$ cat config.mk
export PLATFORM = sky130hd
export DESIGN_NAME = memory_stage
export DESIGN_NICKNAME = d
export VERILOG_FILES = /design/src/rtl/memory_stage.sv
export SDC_FILE = /design/constraint.sdc
export NUM_CORES = 2
export LEC_CHECK = 0
export BUFFER_PORTS_ARGS = -buffer_cell sky130_fd_sc_hd__clkbuf_2
export CORE_MARGIN = 2
export CORE_UTILIZATION = 35
export CTS_CLUSTER_SIZE = 14
export DETAILED_ROUTE_END_ITERATION = 7
export PLACE_DENSITY_LB_ADDON = 0.1
export SLEW_MARGIN = 20
export SYNTH_ARGS = -nofsm -noshare
export SYNTH_HDL_FRONTEND = slang
export SYNTH_SLANG_ARGS = --single-unit
$ cat constraint.sdc
create_clock -name clk -period 3.6 [get_ports clk]
set_clock_uncertainty 0.2 [all_clocks]
set_input_delay 0.72 -clock clk [delete_from_list [all_inputs] [get_ports clk]]
set_output_delay 0.72 -clock clk [all_outputs]
set_load 0.03 [all_outputs]
$ cat src/rtl/memory_stage.sv
// Purpose: MEM pipeline stage with EX/MEM and MEM/WB registers, a word-addressed data memory and a sticky misalignment flag.
// Latency: pc_src/branch_target 1 edge after the execute inputs; wb_* outputs 2 edges after them.
// Backpressure: stall freezes both pipeline registers and the memory; flush only turns the incoming instruction into a bubble.
module memory_stage #(
    parameter int ADDR_BITS  = 7,
    parameter int DATA_WIDTH = 32
) (
    input  logic                  clk,
    input  logic                  reset,
    input  logic                  stall,
    input  logic                  flush,
    input  logic                  mem_read,
    input  logic                  mem_write,
    input  logic                  branch,
    input  logic                  reg_write,
    input  logic                  mem_to_reg,
    input  logic [6:0]            branch_pc,
    input  logic                  zero,
    input  logic [DATA_WIDTH-1:0] alu_result,
    input  logic [DATA_WIDTH-1:0] data2_out,
    input  logic [4:0]            dst,
    output logic                  pc_src,
    output logic [6:0]            branch_target,
    output logic                  wb_reg_write,
    output logic                  wb_mem_to_reg,
    output logic [DATA_WIDTH-1:0] wb_read_data,
    output logic [DATA_WIDTH-1:0] wb_alu_result,
    output logic [4:0]            wb_dst,
    output logic                  mem_fault
);

    typedef struct packed {
        logic                  mem_read;
        logic                  mem_write;
        logic                  branch;
        logic                  reg_write;
        logic                  mem_to_reg;
        logic [6:0]            branch_pc;
        logic                  zero;
        logic [DATA_WIDTH-1:0] alu_result;
        logic [DATA_WIDTH-1:0] store_data;
        logic [4:0]            dst;
    } ex_mem_t;

    ex_mem_t ex_in;
    ex_mem_t ex_mem;

    logic [DATA_WIDTH-1:0] mem [2**ADDR_BITS];

    logic [ADDR_BITS-1:0]  word_addr;
    logic                  misaligned;
    logic                  load_fault;
    logic                  store_en;
    logic [DATA_WIDTH-1:0] rd_data;

    always_comb begin
        ex_in            = '0;
        ex_in.mem_read   = mem_read;
        ex_in.mem_write  = mem_write;
        ex_in.branch     = branch;
        ex_in.reg_write  = reg_write;
        ex_in.mem_to_reg = mem_to_reg;
        ex_in.branch_pc  = branch_pc;
        ex_in.zero       = zero;
        ex_in.alu_result = alu_result;
        ex_in.store_data = data2_out;
        ex_in.dst        = dst;
    end

    // Higher address bits are dropped on purpose so the memory wraps.
    assign word_addr  = ex_mem.alu_result[ADDR_BITS+1:2];
    assign misaligned = (ex_mem.mem_read || ex_mem.mem_write) && (ex_mem.alu_result[1:0] != 2'b00);
    assign load_fault = ex_mem.mem_read && misaligned;
    assign store_en   = ex_mem.mem_write && !misaligned && !stall && !reset;
    assign rd_data    = mem[word_addr];

    assign pc_src        = ex_mem.branch && ex_mem.zero;
    assign branch_target = ex_mem.branch_pc;

    always_ff @(posedge clk) begin
        if (reset) begin
            ex_mem <= '0;
        end else if (flush) begin
            ex_mem            <= ex_in;
            ex_mem.mem_read   <= 1'b0;
            ex_mem.mem_write  <= 1'b0;
            ex_mem.branch     <= 1'b0;
            ex_mem.reg_write  <= 1'b0;
            ex_mem.mem_to_reg <= 1'b0;
        end else if (!stall) begin
            ex_mem <= ex_in;
        end
    end

    always_ff @(posedge clk) begin
        if (reset) begin
            wb_reg_write  <= 1'b0;
            wb_mem_to_reg <= 1'b0;
            wb_read_data  <= '0;
            wb_alu_result <= '0;
            wb_dst        <= '0;
        end else if (!stall) begin
            wb_reg_write  <= ex_mem.reg_write && !load_fault;
            wb_mem_to_reg <= ex_mem.mem_to_reg;
            wb_read_data  <= load_fault ? '0 : rd_data;
            wb_alu_result <= ex_mem.alu_result;
            wb_dst        <= ex_mem.dst;
        end
    end

    always_ff @(posedge clk) begin
        if (reset) begin
            mem_fault <= 1'b0;
        end else if (misaligned) begin
            mem_fault <= 1'b1;
        end
    end

    // No reset on the array; the read above sees the pre-write contents.
    always_ff @(posedge clk) begin
        if (store_en) begin
            mem[word_addr] <= ex_mem.store_data;
        end
    end

endmodule

==> impl_metrics.json <==
{
  "ys_seq_area_share_pct": 77.9,
  "ys.warnings.count": 0,
  "pwr_density_cell_nw_per_um2": 548,
  "portbufs": 165,
  "hold_viol_final": 0,
  "max_reg_flops": 4096,
  "first_global_vias": 85752,
  "largest_registers": "mem (4096), ex_mem (75)",
  "crit_path_required_time_ps": 4390,
  "tritoncts": "yes",
  "run_status": "complete, no violations",
  "critical_path_arrival_ps": 4360,
  "most-common-layout-cells": "4096 x sky130_fd_sc_hd__edfxtp_1, 833 x sky130_fd_sc_hd__mux2i_1, 682 x sky130_fd_sc_hd__mux4_2, 522 x sky130_fd_sc_hd__buf_4, 465 x sky130_fd_sc_hd__clkbuf_16",
  "fraction_of_power_spent_switching_nets_pct": 22.5,
  "wire_length_of_the_first_global_routing_pass_mm": 705,
  "antenna_found_initial": 39,
  "largest-register": "mem",
  "cts-root-to-sink-buffers": 4,
  "post_synthesis_net_count": 7912,
  "gr-usage-all-layers_pct": 21.3,
  "worst_path_dominant_cell_family": "buffers and inverters",
  "ys_ff_latch": 4257,
  "route.detailed.wl_per_inst_um": 32.9,
  "worstPathMaxFanout": 22,
  "post_layout_net_count": 9001,
  "ff2ff_path_depth": 11,
  "max_slew_margin_pct": 23.0,
  "layout_fillers": 40251,
  "cp_slowest_stage_delay_ps": 400,
  "slew_at_the_pin_with_the_worst_max_slew_slack_ps": 1150,
  "htreeDepth": 5,
  "firstDrtPassIters": 5,
  "clkTransAtPathRegs_ps": 60,
  "layout_min_cycle_time_ps": 3580,
  "critical_path_launch_point_type": "flip-flop",
  "drt-vias-per-instance": 5.41,
  "postLayoutSetupSlackWorst_ps": 22.5,
  "sequential_cell_area_um2": 126000,
  "cts_sinks": 4257,
  "detail_route.iter0.violations": 8692,
  "min_path_type": "in -> reg",
  "cp_num_cells": 11,
  "global_route.overflow_total": 0,
  "worst-path-buf-inv": 5,
  "final-setup-viol-count": 0,
  "synth_area_um2": 162000,
  "power_switching_mw": 24.1,
  "rows": 249,
  "mostFrequentLayoutCell": "sky130_fd_sc_hd__edfxtp_1",
  "ys_types": 42,
  "detail-route-antenna-nets": 0,
  "whs_path_depth": 3,
  "vdd_ir_drop_max_v": 0.000461,
  "internal_power_mw": 83.2,
  "chipWidth_um": 684,
  "preCtsSetupSlack_ps": -540,
  "max_clk_rate_mhz": 280,
  "grt_setup_unrepaired": "false",
  "cap_viol_max_count": 0,
  "pwr-share-seq_pct": 51.3,
  "timing.critical_path.mode_cell": "sky130_fd_sc_hd__buf_4",
  "place_hpwl_mm": 315,
  "grt_start_max_net_pins": 126,
  "initial_core_util_pct": 35.2,
  "die_height_um": 684,
  "p_total_mw": 107,
  "period_share_pct": 99.4,
  "routed_wl_mm": 509,
  "vias": 83650,
  "drive_above_1_share_pct": 27.6,
  "insertion_delay_to_the_later_sink_of_the_worst_skew_pair_ps": 1040,
  "final-max-slew-violation-count": 0,
  "synthesis.area_per_instance_um2": 20.7,
  "clock_power_share_pct": 43.0,
  "placedCellCount": 14508,
  "finalWeightedCongestion": 0.796,
  "area_overhead_vs_synth_pct": 20.8,
  "worstSetupEndpointType": "flip-flop",
  "boundaryPins": 166,
  "power.share.combinational_pct": 5.8,
  "cts_made_buffers": 461,
  "crit_chain": "buf_12, and2_4, buf_4, nand2b_1, buf_12, o221ai_1, a211oi_2, buf_4, a31oi_1, buf_4, a221o_1",
  "crit_path_top_delay_cell": "sky130_fd_sc_hd__dfxtp_4",
  "hold_ws_ps": 85.7,
  "design.die.area_um2": 468000,
  "critPathKind": "reg -> reg",
  "multiInputGateArea_um2": 34500,
  "cellLeakagePower_nw": 64.4,
  "placeableCoreArea_um2": 460000,
  "stdcell_count": 15464,
  "drc": 0,
  "netlist_instances": 7826,
  "clk_root_buffer_cell": "sky130_fd_sc_hd__clkbuf_16"
}
[area by class of cell]
class | instances | area share, %
clock inverters | 270 | 1.21
multi-input cells | 3071 | 17.6
repair buffers | 1122 | 6.45
flip-flops and latches | 4257 | 64.5
clock buffers | 581 | 6.24
diodes | 12 | 0.0153
well taps | 6149 | 3.93
inverters | 2 | 0.00383
[cell usage after synthesis]
cell type                   count  area, µm²
sky130_fd_sc_hd__a22o_1        43        377
sky130_fd_sc_hd__edfxtp_1    4096     123000
sky130_fd_sc_hd__mux4_2       682      15400
sky130_fd_sc_hd__nor2b_1       11       68.8
sky130_fd_sc_hd__clkbuf_2       1       5.00
sky130_fd_sc_hd__buf_4         74        556
sky130_fd_sc_hd__nor3_1         5       25.0
sky130_fd_sc_hd__buf_6         41        462
sky130_fd_sc_hd__a21oi_1      208       1040
sky130_fd_sc_hd__a31oi_1       21        131
sky130_fd_sc_hd__a221o_1       32        320
sky130_fd_sc_hd__buf_1         32        120
sky130_fd_sc_hd__nor2_1       188        706
sky130_fd_sc_hd__dfxtp_1      161       3220
sky130_fd_sc_hd__nand3b_1       5       37.5
sky130_fd_sc_hd__o311ai_1      11       96.3
sky130_fd_sc_hd__nand2b_1      28        175
sky130_fd_sc_hd__nor2b_2        1       8.76
sky130_fd_sc_hd__buf_2        106        531
sky130_fd_sc_hd__nand2_1      202        758
sky130_fd_sc_hd__a211oi_2       5       62.6
sky130_fd_sc_hd__o22ai_1       33        206
sky130_fd_sc_hd__clkbuf_1     241        905
sky130_fd_sc_hd__mux2i_1      833       8340
sky130_fd_sc_hd__o2111ai_1     21        184
sky130_fd_sc_hd__inv_1          2       7.51
sky130_fd_sc_hd__a221oi_1      96        841
sky130_fd_sc_hd__clkbuf_4       1       7.51
sky130_fd_sc_hd__nand3_1      125        626
sky130_fd_sc_hd__o41ai_1       11       96.3
sky130_fd_sc_hd__o21ai_0       58        290
sky130_fd_sc_hd__a22oi_1      257       1930
sky130_fd_sc_hd__o311a_1       21        210
sky130_fd_sc_hd__and3_1        12       75.1
sky130_fd_sc_hd__o21ai_1        7       35.0
sky130_fd_sc_hd__and2_1         6       37.5
sky130_fd_sc_hd__nor2b_4        1       13.8
sky130_fd_sc_hd__nor2_2         1       6.26
sky130_fd_sc_hd__or2_2          1       6.26
sky130_fd_sc_hd__a211oi_1      80        601
sky130_fd_sc_hd__o221ai_1      64        561
sky130_fd_sc_hd__nand4_1        2       12.5
[stage by stage]
stage	utilization (%)	cell area, µm²	setup TNS, ps
2_1_floorplan	-	162000	-216820
3_3_place_gp	39.1	180000	-4490
3_5_place_dp	39.1	180000	-4040
4_1_cts	42.5	196000	0
5_1_grt	42.5	196000	0
6_report	42.5	196000	0
[final timing paths]
path                 start               end  slack, ps
min reg2reg     ex_mem[66]        ex_mem[66]        250
max              flip-flop  wb_read_data[27]         20
max reg2reg      flip-flop  wb_read_data[27]         20
min          alu_result[4]        ex_mem[41]         90
[power by group through the flow]
| stage | sequential, mW | combinational (mW) | clock [mW] |
|---|---|---|---|
| floorplan | 56.2 | 2.84 | 0 |
| global placement | 56.1 | 6.05 | 0 |
| detailed placement | 56.1 | 6.12 | 0 |
| CTS | 55.1 | 6.23 | 47.2 |
| global route | 55.0 | 6.50 | 49.1 |
| finish | 55.0 | 6.18 | 46.1 |
[worst reg2reg max path, cell delays in order, from the launching register on]
cell	delay, ps
sky130_fd_sc_hd__dfxtp_4	400
sky130_fd_sc_hd__buf_12	310
sky130_fd_sc_hd__and2_4	430
sky130_fd_sc_hd__buf_4	390
sky130_fd_sc_hd__nand2b_1	190
sky130_fd_sc_hd__buf_12	190
sky130_fd_sc_hd__o221ai_1	460
sky130_fd_sc_hd__a211oi_2	110
sky130_fd_sc_hd__buf_4	200
sky130_fd_sc_hd__a31oi_1	370
sky130_fd_sc_hd__buf_4	190
sky130_fd_sc_hd__a221o_1	120
[kinds of logic (layout without fill, tap and decap cells)]
| family | Yosys count | in the layout | synth area share [%] |
|---|---|---|---|
| AOI/OAI and AO/OA | 968 | 968 | 4.31 |
| DFF | 4257 | 4257 | 77.9 |
| and+or+nand+nor | 588 | 588 | 1.58 |
| buffers and inverters | 498 | 1975 | 1.60 |
| other | 0 | 12 | 0 |
| muxes | 1515 | 1515 | 14.6 |
[per-layer routing]
metal  GRT usage, %  vias up  share of wire [%]
met5              0        -             0.0026
met4           4.63        2                2.3
met3           2.64      539                4.8
met2           34.9     2343                 48
met1           30.7    45766                 45
li1               -    35000                  -
[repair_timing]
item                                   CTS  global route
gates resized for setup                 21             7
setup endpoints to repair               21             5
buffers inserted                         7             0
endpoints found under the hold margin   85             0
hold buffers                            85             0
Note: power is estimated with default switching activity, not from simulation.
